[config.mk]
export PLATFORM = sky130hd
export DESIGN_NAME = i2c_target_rx
export DESIGN_NICKNAME = d
export VERILOG_FILES = /design/src/rtl/i2c_target_rx_pkg.sv /design/src/rtl/i2c_line_sync.sv /design/src/rtl/i2c_target_rx.sv
export SDC_FILE = /design/constraint.sdc
export NUM_CORES = 1
export LEC_CHECK = 0
export CORE_MARGIN = 4
export CORE_UTILIZATION = 59
export DETAILED_ROUTE_END_ITERATION = 8
export PLACE_DENSITY = 0.83
export SLEW_MARGIN = 5
export SYNTH_ARGS = -nofsm -noshare
export SYNTH_HDL_FRONTEND = slang
export SYNTH_HIERARCHICAL = 1
export SYNTH_SLANG_ARGS = --single-unit
[constraint.sdc]
create_clock -name clk -period 5.8 [get_ports clk]
set_clock_uncertainty 0.15 [all_clocks]
set_input_delay 0.87 -clock clk [delete_from_list [all_inputs] [get_ports clk]]
set_output_delay 0.87 -clock clk [all_outputs]
set_load 0.02 [all_outputs]
[src/rtl/i2c_target_rx_pkg.sv]
// i2c_target_rx_pkg: state encodings and byte-framing constants for the I2C target receiver.
package i2c_target_rx_pkg;
  typedef enum logic [3:0] {
    k_idle     = 4'd0,
    k_addr     = 4'd1,
    k_addr_ack = 4'd2,
    k_data     = 4'd3,
    k_data_ack = 4'd4,
    k_ignore   = 4'd5
  } state_t;
  localparam logic       k_rw_write      = 1'b0;
  localparam logic [3:0] k_bits_per_byte = 4'd8;
endpackage

[src/rtl/i2c_line_sync.sv]
// i2c_line_sync: pin synchroniser, optional 3-sample glitch filter and edge detector.
// Filter enabled by defining I2C_TARGET_GLITCH_FILTER_EN.
module i2c_line_sync #(
  parameter int SYNC_STAGES = 2
) (
  input  logic clk,
  input  logic reset_n,
  input  logic pin,
  output logic level,
  output logic rise_tick,
  output logic fall_tick
);
  logic [SYNC_STAGES-1:0] sync;
  logic filt, prev;
  // Reset to 1 so an idle bus produces no edges when reset is released
  always_ff @(posedge clk or negedge reset_n)
    if (!reset_n) sync <= '1;
    else sync <= {sync[SYNC_STAGES-2:0], pin};
`ifdef I2C_TARGET_GLITCH_FILTER_EN
  logic [1:0] hist;
  logic maj;
  always_ff @(posedge clk or negedge reset_n)
    if (!reset_n) begin
      hist <= '1;
      maj  <= 1'b1;
    end else begin
      hist <= {hist[0], sync[SYNC_STAGES-1]};
      maj  <= &{hist, sync[SYNC_STAGES-1]} ? 1'b1 : ~|{hist, sync[SYNC_STAGES-1]} ? 1'b0 : maj;
    end
  assign filt = maj;
`else
  assign filt = sync[SYNC_STAGES-1];
`endif
  always_ff @(posedge clk or negedge reset_n)
    if (!reset_n) prev <= 1'b1;
    else prev <= filt;
  assign level     = filt;
  assign rise_tick = filt & ~prev;
  assign fall_tick = ~filt & prev;
endmodule

[src/rtl/i2c_target_rx.sv]
// i2c_target_rx: I2C write-only target; matches OWN_ADDR, receives bytes MSB first, drives ACK/NACK.
// Optional SCL/SDA glitch filter via I2C_TARGET_GLITCH_FILTER_EN.
module i2c_target_rx
  import i2c_target_rx_pkg::*;
#(
  parameter logic [6:0] OWN_ADDR    = 7'h42,
  parameter int         SYNC_STAGES = 2
) (
  input  logic       clk,
  input  logic       reset_n,
  input  logic       scl_in,
  input  logic       sda_in,
  output logic       sda_pull_low_out,
  input  logic       rx_ready_in,
  output logic [7:0] rx_data_out,
  output logic       rx_valid_tick_out,
  output logic       addressed_out,
  output logic       stop_tick_out,
  output logic       busy_out
);
  logic scl_lvl, scl_rise, scl_fall, sda_lvl, sda_rise, sda_fall;
  logic start, stop, addr_match;
  state_t state_q, state_d;
  logic [3:0] cnt_q, cnt_d;
  logic [7:0] sh_q, sh_d, data_q, data_d;
  logic pull_q, pull_d, valid_q, valid_d, addr_q, addr_d, stop_q, stop_d, busy_q, busy_d;

  i2c_line_sync #(.SYNC_STAGES(SYNC_STAGES)) u_scl (
    .clk(clk), .reset_n(reset_n), .pin(scl_in),
    .level(scl_lvl), .rise_tick(scl_rise), .fall_tick(scl_fall)
  );
  i2c_line_sync #(.SYNC_STAGES(SYNC_STAGES)) u_sda (
    .clk(clk), .reset_n(reset_n), .pin(sda_in),
    .level(sda_lvl), .rise_tick(sda_rise), .fall_tick(sda_fall)
  );

  // An SCL edge in the same cycle turns an SDA edge into ordinary data
  assign start      = sda_fall & scl_lvl & ~scl_rise & ~scl_fall;
  assign stop       = sda_rise & scl_lvl & ~scl_rise & ~scl_fall;
  assign addr_match = (sh_q[7:1] == OWN_ADDR) && (sh_q[0] == k_rw_write);

  always_comb begin
    state_d = state_q;
    cnt_d   = cnt_q;
    sh_d    = sh_q;
    pull_d  = pull_q;
    data_d  = data_q;
    valid_d = 1'b0;
    addr_d  = addr_q;
    stop_d  = 1'b0;
    busy_d  = busy_q;
    if (start) begin
      state_d = k_addr;
      cnt_d   = '0;
      addr_d  = 1'b0;
      pull_d  = 1'b0;
      busy_d  = 1'b1;
    end else if (stop) begin
      state_d = k_idle;
      pull_d  = 1'b0;
      busy_d  = 1'b0;
      stop_d  = addr_q;
      addr_d  = 1'b0;
    end else begin
      if ((state_q == k_addr || state_q == k_data) && scl_rise && cnt_q != k_bits_per_byte) begin
        sh_d  = {sh_q[6:0], sda_lvl};
        cnt_d = cnt_q + 4'd1;
      end
      if (scl_fall) begin
        case (state_q)
          k_addr: if (cnt_q == k_bits_per_byte) begin
            state_d = addr_match ? k_addr_ack : k_ignore;
            pull_d  = addr_match;
          end
          k_addr_ack: begin
            state_d = k_data;
            pull_d  = 1'b0;
            addr_d  = 1'b1;
            cnt_d   = '0;
          end
          k_data: if (cnt_q == k_bits_per_byte) begin
            state_d = rx_ready_in ? k_data_ack : k_ignore;
            pull_d  = rx_ready_in;
            valid_d = rx_ready_in;
            data_d  = rx_ready_in ? sh_q : data_q;
          end
          k_data_ack: begin
            state_d = k_data;
            pull_d  = 1'b0;
            cnt_d   = '0;
          end
          k_ignore: pull_d = 1'b0;
          default: ;
        endcase
      end
    end
  end

  always_ff @(posedge clk or negedge reset_n)
    if (!reset_n) begin
      state_q <= k_idle;
      cnt_q   <= '0;
      sh_q    <= '0;
      pull_q  <= 1'b0;
      data_q  <= '0;
      valid_q <= 1'b0;
      addr_q  <= 1'b0;
      stop_q  <= 1'b0;
      busy_q  <= 1'b0;
    end else begin
      state_q <= state_d;
      cnt_q   <= cnt_d;
      sh_q    <= sh_d;
      pull_q  <= pull_d;
      data_q  <= data_d;
      valid_q <= valid_d;
      addr_q  <= addr_d;
      stop_q  <= stop_d;
      busy_q  <= busy_d;
    end

  assign sda_pull_low_out  = pull_q;
  assign rx_data_out       = data_q;
  assign rx_valid_tick_out = valid_q;
  assign addressed_out     = addr_q;
  assign stop_tick_out     = stop_q;
  assign busy_out          = busy_q;
endmodule

# Word level (Yosys, flattened, before mapping)
# Index checks and enable logic that the tools add are counted.
# totals
wordCells,92
in_bits,5
ff_bits,35
# op_classes
reduce_logical,16
n_mux,32
bitwise,19
n_addsub,1
eq_ne,11
# ops
operator,count
2-to-1 mux 4 bit,10
2-to-1 mux 1 bit,19
one-hot mux 4 bit (3 select lines),1
AND 1 bit,10
nonzero test 5 bit,2
NOT 1 bit,9
"== test 4 x 2 -> 1 bit, second input constant",2
"== test 4 x 3 -> 1 bit, second input constant",2
"!= test 4 x 3 -> 1 bit, second input constant",2
AND reduction 4 bit,2
"== test 7 bit, second input constant",1
AND reduction 6 bit,1
nonzero test 3 bit,2
"adder 4 x 1 -> 4 bit, second input constant",1
"== test 4 x 1 -> 1 bit, second input constant",1
"== test 4 bit, second input constant",1
"!= test 4 bit, second input constant",1
logical AND 1 bit,3
2-to-1 mux 3 bit,1
one-hot mux 1 bit (3 select lines),1
AND reduction 3 bit,1
OR reduction 3 bit,1
"!= test 2 bit, second input constant",1
AND reduction 2 bit,1
other kinds (3),3

# Depth between registers and ports, before layout
# Gate-level depths: netlist of run 1.
# logic_depth
word_depth,9
depth_mapped,7
ltp_nobuf,6

# Cells and area by module
# Netlist of run 1, hierarchy kept.
# by_module_without_submodules
module,cells_per_inst,seq_area_each_um2,area_each_um2,instances
i2c_target_rx,118,700.7,1392.6,1
i2c_line_sync,5,78.8,93.8,2

# Least setup slack after synthesis of run 1
# Ideal clock, no wire load.
# synth_path
kind,in2reg
startpoint,input port rx_ready_in
endpoint,"register data_q[0], in the netlist rx_data_out[0]"
path_buffers,0
cell_stages,3
setup_ns,0.125
arrival_ns,1.677
path_slack_ns,3.848
required_time_ns,5.525
path_cell_list,nand4b_4 > nor3_4 > mux2_2
# synth_via
elab_chain_len,1
# synth_lines
item,line_no,source
start: declaration,i2c_target_rx.sv:14,"input logic rx_ready_in,"
AND reduction 6 bit (no source line),--,
end signal: assignment,i2c_target_rx.sv:115,data_q <= data_d;
end: declaration,i2c_target_rx.sv:25,"logic [7:0] sh_q, sh_d, data_q, data_d;"
# No other way between the ends.
# A chain may end at the register's enable or synchronous reset.

# Worst setup path in the final report of run 1
# layout_path
startpoint,"register addr_q, in the netlist addressed_out"
endpoint,output port addressed_out
# layout_rtl
item,line_no,source
start: declaration,i2c_target_rx.sv:26,"logic pull_q, pull_d, valid_q, valid_d, addr_q, addr_d, stop_q, stop_d, busy_q, busy_d;"
start signal: assignment,i2c_target_rx.sv:117,addr_q <= addr_d;
end: declaration,i2c_target_rx.sv:17,"output logic addressed_out,"
# No word-level cell between the ends.

==> impl_metrics.yaml, run 1 <==
sta:
  setup_viol: 0
  max_freq_ghz: 0.4245
  setup-tns-final_ps: 0
  final_max_slew_viol_count: 0
  min_period_over_period: 0.4061
  hold_violations: 0
  tightest_slew_ps: 476.5
  slew_headroom: 0.6817
  min_period_ps: 2355
  rsz0062_at_grt: "no"
final_layout:
  layout_commonest_cell: "dfrtp_1"
  diodes: 0
  fin_nets: 156
  syn_to_final_growth_pct: 16.07
  final_cell_mix: "dfrtp_1 (28), mux2_2 (18), clkdlybuf4s50_1 (17)"
  layout.cells.non_filler: 180
  drive_gt1_frac: 0.2533
clock_tree:
  cts_hold_buf: 0
  root_buffer: "clkbuf_4"
  post-cts-setup-buffer-count: 0
  cts_resized: 0
  clock_sink_count: 34
  clockBufferDepth: 2
  cts_max_level: 2
  cts_made_buffers: 5
  clk_latency_ps: 330
  clkTransAtPathRegs_ps: 110
  cts_tree: "built"
yosys:
  ys_seq_area_frac: 0.5432
  synth_edf_count: 0
  ys_warn_count: 6
  syn_area_um2: 1580
  yosysUniqueCellTypes: 40
  ys_async_sr_fraction: 1.000
  syn_inst: 128
  avgSynthCellArea_um2: 12.35
  synth_seq_cells: 34
  syn-num-nets: 135
  synth_top_flop_cell: "dfrtp_1"
detailed_routing:
  drt-initial-drc-count: 45
  detail-route-antenna-nets: 0
  drc_errors: 0
  vias: 1082
  drt_wl_total_um: 2855
  dr.pass1.iters: 4
  wl_per_cell_um: 15.86
  avgViaCountPerCell: 6.011
critical_path:
  slowest_delay_ps: 610
  ff2ff_path_depth: 4
  slowest_stage: "clkdlybuf4s50_1"
  path_max_fanout: 3
  worstSetupPathDepth: 1
  cp_cell_sequence: "clkdlybuf4s50_1"
  critical_path.top_delay_family: "buffers and inverters"
  critPathBufInv: 1
  r2r-start: "u_scl/sync[1]$_DFF_PN1_"
  start_kind: "register"
  critPathRequiredTime_ps: 4780
  rrSetupSlack_ps: 3610
  end_kind: "output pin"
  arrival_ps: 1340
  criticalPathCategory: "reg2out"
  r2r-end: "sh_q[7]$_DFFE_PN0P_"
flow_run:
  drv_cap: 0
grt:
  grt_pass1_wl_um: 4947
  track_usage: 0.1881
  grt_pass1_vias: 1076
  grt_max_degree: 35
  overflow: 0
  antenna_found_initial: 0
min_path:
  hp-class: "reg2reg"
  hold_depth: 0
  min_to: "u_scl/sync[1]$_DFF_PN1_"
  worstHoldStart: "u_scl/sync[0]$_DFF_PN1_"
die:
  initial_utilization: 0.6265
  fp.coreArea_um2: 2522
  rows: 18
  io_pins: 18
  die_h_um: 59.76
  die_area_um2: 3571
  die_w_um: 59.76
pwr:
  p_leak_nw: 0.8374
  p_per_area_nw_per_um2: 324.1
  peakVddDrop_v: 0.0002358
status:
  status: "complete, no violations"
placed_design:
  dpl.hpwl_um: 2021
  dp_cells: 172
  gp_congestion: 0.8457
  port_buffers: 17
[registers in the layout, indices dropped and copies added, names as in the netlist]
register,cells
sda_pull_low_out,1
state_q,3
u_sda/sync,2
u_sda/prev,1
stop_tick_out,1
rx_valid_tick_out,1
addressed_out,1
sh_q,8
rx_data_out,8
cnt_q,4
busy_out,1
u_scl/prev,1
u_scl/sync,2
[where the power goes]
part	switching (mW)	leakage [nW]	total, mW	internal [mW]
Sequential	0.0559	0.437	0.338	0.282
Clock	0.0737	0.0326	0.133	0.0598
Combinational	0.0570	0.368	0.123	0.0658
[through the flow]
stage | setup WS, ps | hold WS [ps] | utilization | area (um2) | power, mW
floorplan | 3848 | 195.2 | - | 1580 | 0.4235
global placement | 3228 | 196.0 | 0.7039 | 1775 | 0.4557
detailed placement | 3178 | 199.0 | 0.7039 | 1775 | 0.4643
CTS | 3412 | 209.5 | 0.7272 | 1834 | 0.6012
global route | 3388 | 214.6 | 0.7272 | 1834 | 0.6358
finish | 3445 | 211.1 | 0.7272 | 1834 | 0.5944
[final cells by class]
| type | count | area (um2) |
|---|---|---|
| Inverter | 6 | 22.52 |
| Multi-Input combinational cell | 84 | 679.4 |
| Fill cell | 191 | 688.2 |
| Timing Repair Buffer | 18 | 177.7 |
| Clock buffer | 8 | 58.81 |
| Tap cell | 30 | 37.54 |
| Sequential cell | 34 | 858.3 |
[worst reg2reg max path, delay by kind of cell (launching register included)]
family | cells | cell delay (ps)
and+or+nand+nor | 3 | 980
DFF | 1 | 570
muxes | 1 | 390
[how the worst max path moves through the flow]
stage                              startpoint                         end  slack, ps
floorplan                         rx_ready_in  rx_data_out[0]$_DFFE_PN0P_       3850
global placement                  rx_ready_in  rx_data_out[5]$_DFFE_PN0P_       3230
detailed placement                rx_ready_in  rx_data_out[4]$_DFFE_PN0P_       3180
CTS                 addressed_out$_DFFE_PN0P_               addressed_out       3410
global route        addressed_out$_DFFE_PN0P_               addressed_out       3390
finish              addressed_out$_DFFE_PN0P_               addressed_out       3440
[metal layers]
layer / wire length, um / vias up / track usage
li1: - / 503 / -
met1: 1217 / 526 / 0.2235
met2: 1402 / 45 / 0.3164
met3: 187 / 8 / 0.06263
met4: 47 / 0 / 0.06646
met5: 0 / - / 0
[kinds of logic after synthesis]
logic type	count (synthesis)	share of synthesized area
and+or+nand+nor	39	0.1710
DFF	34	0.5431
AOI/OAI and AO/OA	22	0.09660
muxes	20	0.1409
buffers and inverters	10	0.02692
adders and majority gates	2	0.01583
xor gates and xnor gates	1	0.005543
[synthesized netlist by cell type (all sizes together), types with 2 or more instances]
| master | count | area, um2 |
|---|---|---|
| a21oi | 6 | 30.03 |
| a22o | 2 | 17.52 |
| a31oi | 2 | 12.51 |
| a32oi | 2 | 17.52 |
| and2 | 2 | 12.51 |
| and2b | 2 | 17.52 |
| buf | 4 | 20.02 |
| dfrtp | 28 | 700.7 |
| dfstp | 6 | 157.7 |
| ha | 2 | 25.02 |
| inv | 6 | 22.52 |
| mux2 | 18 | 202.7 |
| mux2i | 2 | 20.02 |
| nand2 | 4 | 15.01 |
| nand3 | 2 | 10.01 |
| nor2 | 11 | 41.29 |
| nor2b | 5 | 31.28 |
| o21ai | 3 | 15.01 |
| or4b | 2 | 23.77 |
No activity file was read; power rests on OpenSTA's default activity.
==> inputs of run 2 (changes only) <==
--- a/config.mk
+++ b/config.mk
@@ -6,9 +6,9 @@
 export NUM_CORES = 1
 export LEC_CHECK = 0
 export CORE_MARGIN = 4
-export CORE_UTILIZATION = 59
+export CORE_UTILIZATION = 54
 export DETAILED_ROUTE_END_ITERATION = 8
-export PLACE_DENSITY = 0.83
+export PLACE_DENSITY = 0.77
 export SLEW_MARGIN = 5
 export SYNTH_ARGS = -nofsm -noshare
 export SYNTH_HDL_FRONTEND = slang
==> constraint.sdc (replaced) <==
create_clock -name clk -period 2.3 [get_ports clk]
set_clock_uncertainty 0.15 [all_clocks]
set_input_delay 0.345 -clock clk [delete_from_list [all_inputs] [get_ports clk]]
set_output_delay 0.345 -clock clk [all_outputs]
set_load 0.02 [all_outputs]
==> impl_metrics.yaml, run 2 (synthesized netlist as in run 1, its figures left out) <==
final_layout:
  final_cell_mix: "dfrtp_1 (28), mux2_2 (18), clkdlybuf4s50_1 (17)"
  diodes: 0
  fin_nets: 157
  syn_to_final_growth_pct: 16.71
  drive_gt1_frac: 0.2649
  layout_commonest_cell: "dfrtp_1"
min_path:
  min_to: "u_scl/sync[1]$_DFF_PN1_"
  hold_depth: 0
  worstHoldStart: "u_scl/sync[0]$_DFF_PN1_"
  hp-class: "reg2reg"
clock_tree:
  clockBufferDepth: 2
  root_buffer: "clkbuf_4"
  clkTransAtPathRegs_ps: 100
  clk_latency_ps: 330
  cts_made_buffers: 5
  cts_max_level: 2
  cts_hold_buf: 0
  cts_resized: 0
  clock_sink_count: 34
  post-cts-setup-buffer-count: 0
  cts_tree: "built"
grt:
  grt_util_met1: 0.2119
  busiest_layer: "met2"
  track_usage: 0.1762
  use_met3: 0.05372
  grtUsageMet2: 0.2885
  overflow: 0
  grt_max_degree: 35
  grt_pass1_vias: 1095
  antenna_found_initial: 0
  grt_pass1_wl_um: 4871
die:
  die_h_um: 62.10
  io_pins: 18
  die_w_um: 62.10
  fp.coreArea_um2: 2781
  initial_utilization: 0.5682
  die_area_um2: 3856
  rows: 19
flow_run:
  drv_cap: 0
detailed_routing:
  wl_per_cell_um: 15.58
  drt_wl_total_um: 2836
  detail-route-antenna-nets: 0
  avgViaCountPerCell: 5.852
  drt-initial-drc-count: 26
  drc_errors: 0
  dr.pass1.iters: 4
  vias: 1065
sta:
  tightest_slew_ps: 449.7
  max_freq_ghz: 0.4709
  min_period_ps: 2124
  slew_headroom: 0.6992
  min_period_over_period: 0.9233
  final_max_slew_viol_count: 0
  setup_viol: 0
  hold_ws_ps: 206.7
  setup-tns-final_ps: 0
  hold_violations: 0
  rsz0062_at_grt: "no"
critical_path:
  arrival_ps: 2190
  critPathRequiredTime_ps: 2370
  path_max_fanout: 9
  r2r-end: "sh_q[3]$_DFFE_PN0P_"
  start_kind: "register"
  ff2ff_path_depth: 4
  r2r-start: "u_scl/sync[1]$_DFF_PN1_"
  end_kind: "register"
  criticalPathCategory: "reg2reg"
  rrSetupSlack_ps: 180
placed_design:
  port_buffers: 17
  gp_congestion: 0.8523
  dpl.hpwl_um: 2029
pwr:
  p_per_area_nw_per_um2: 812.9
  peakVddDrop_v: 0.0006326
  p_leak_nw: 0.8454
status:
  status: "complete, no violations"
run 2: cell type report:
class / count / area [um2]
clock inverters: 1 / 5.005
well taps: 31 / 38.79
flip-flops and latches: 34 / 858.3
inverters: 6 / 22.52
clock buffers: 7 / 55.05
multi-input cells: 84 / 679.4
repair buffers: 19 / 185.2
fillers: 207 / 937.1
run 2: worst max path at each step:
stage / end / startpoint / depth (start not counted)
after CTS: sh_q[3]$_DFFE_PN0P_ / u_scl/sync[1]$_DFF_PN1_ / 4
after detailed placement: rx_data_out[3]$_DFFE_PN0P_ / rx_ready_in / 4
after floorplan: cnt_q[2]$_DFFE_PN0P_ / u_scl/sync[1]$_DFF_PN1_ / 5
after global placement: rx_data_out[5]$_DFFE_PN0P_ / rx_ready_in / 4
final: sh_q[3]$_DFFE_PN0P_ / u_scl/sync[1]$_DFF_PN1_ / 4
after global routing: sh_q[3]$_DFFE_PN0P_ / u_scl/sync[1]$_DFF_PN1_ / 4
run 2: power by group:
group | internal [mW] | switching [mW]
Combinational | 0.169 | 0.145
Sequential | 0.712 | 0.134
Clock | 0.148 | 0.192
run 2: worst max-delay path: stages (launching register included):
cell     delay [ps]
dfstp_2         580
nor2b_1         240
and3b_1         280
and2_1          380
mux2_2          380
run 2: per-stage QoR:
stage	cell area (um2)	cells	setup WS [ps]	total power [mW]	util
floorplan	1580	128	397.7	1.068	-
global placement	1784	174	220.8	1.155	0.6415
detailed placement	1784	174	148.1	1.173	0.6415
CTS	1844	182	170.6	1.517	0.6631
global route	1844	182	49.73	1.614	0.6631
finish	1844	182	176.5	1.499	0.6631
run 2: routing by layer:
layer  share of wire  vias to the layer above
met5               0                        -
met1            0.46                      518
met3           0.047                        5
li1                -                      507
met2            0.48                       35
met4           0.018                        0
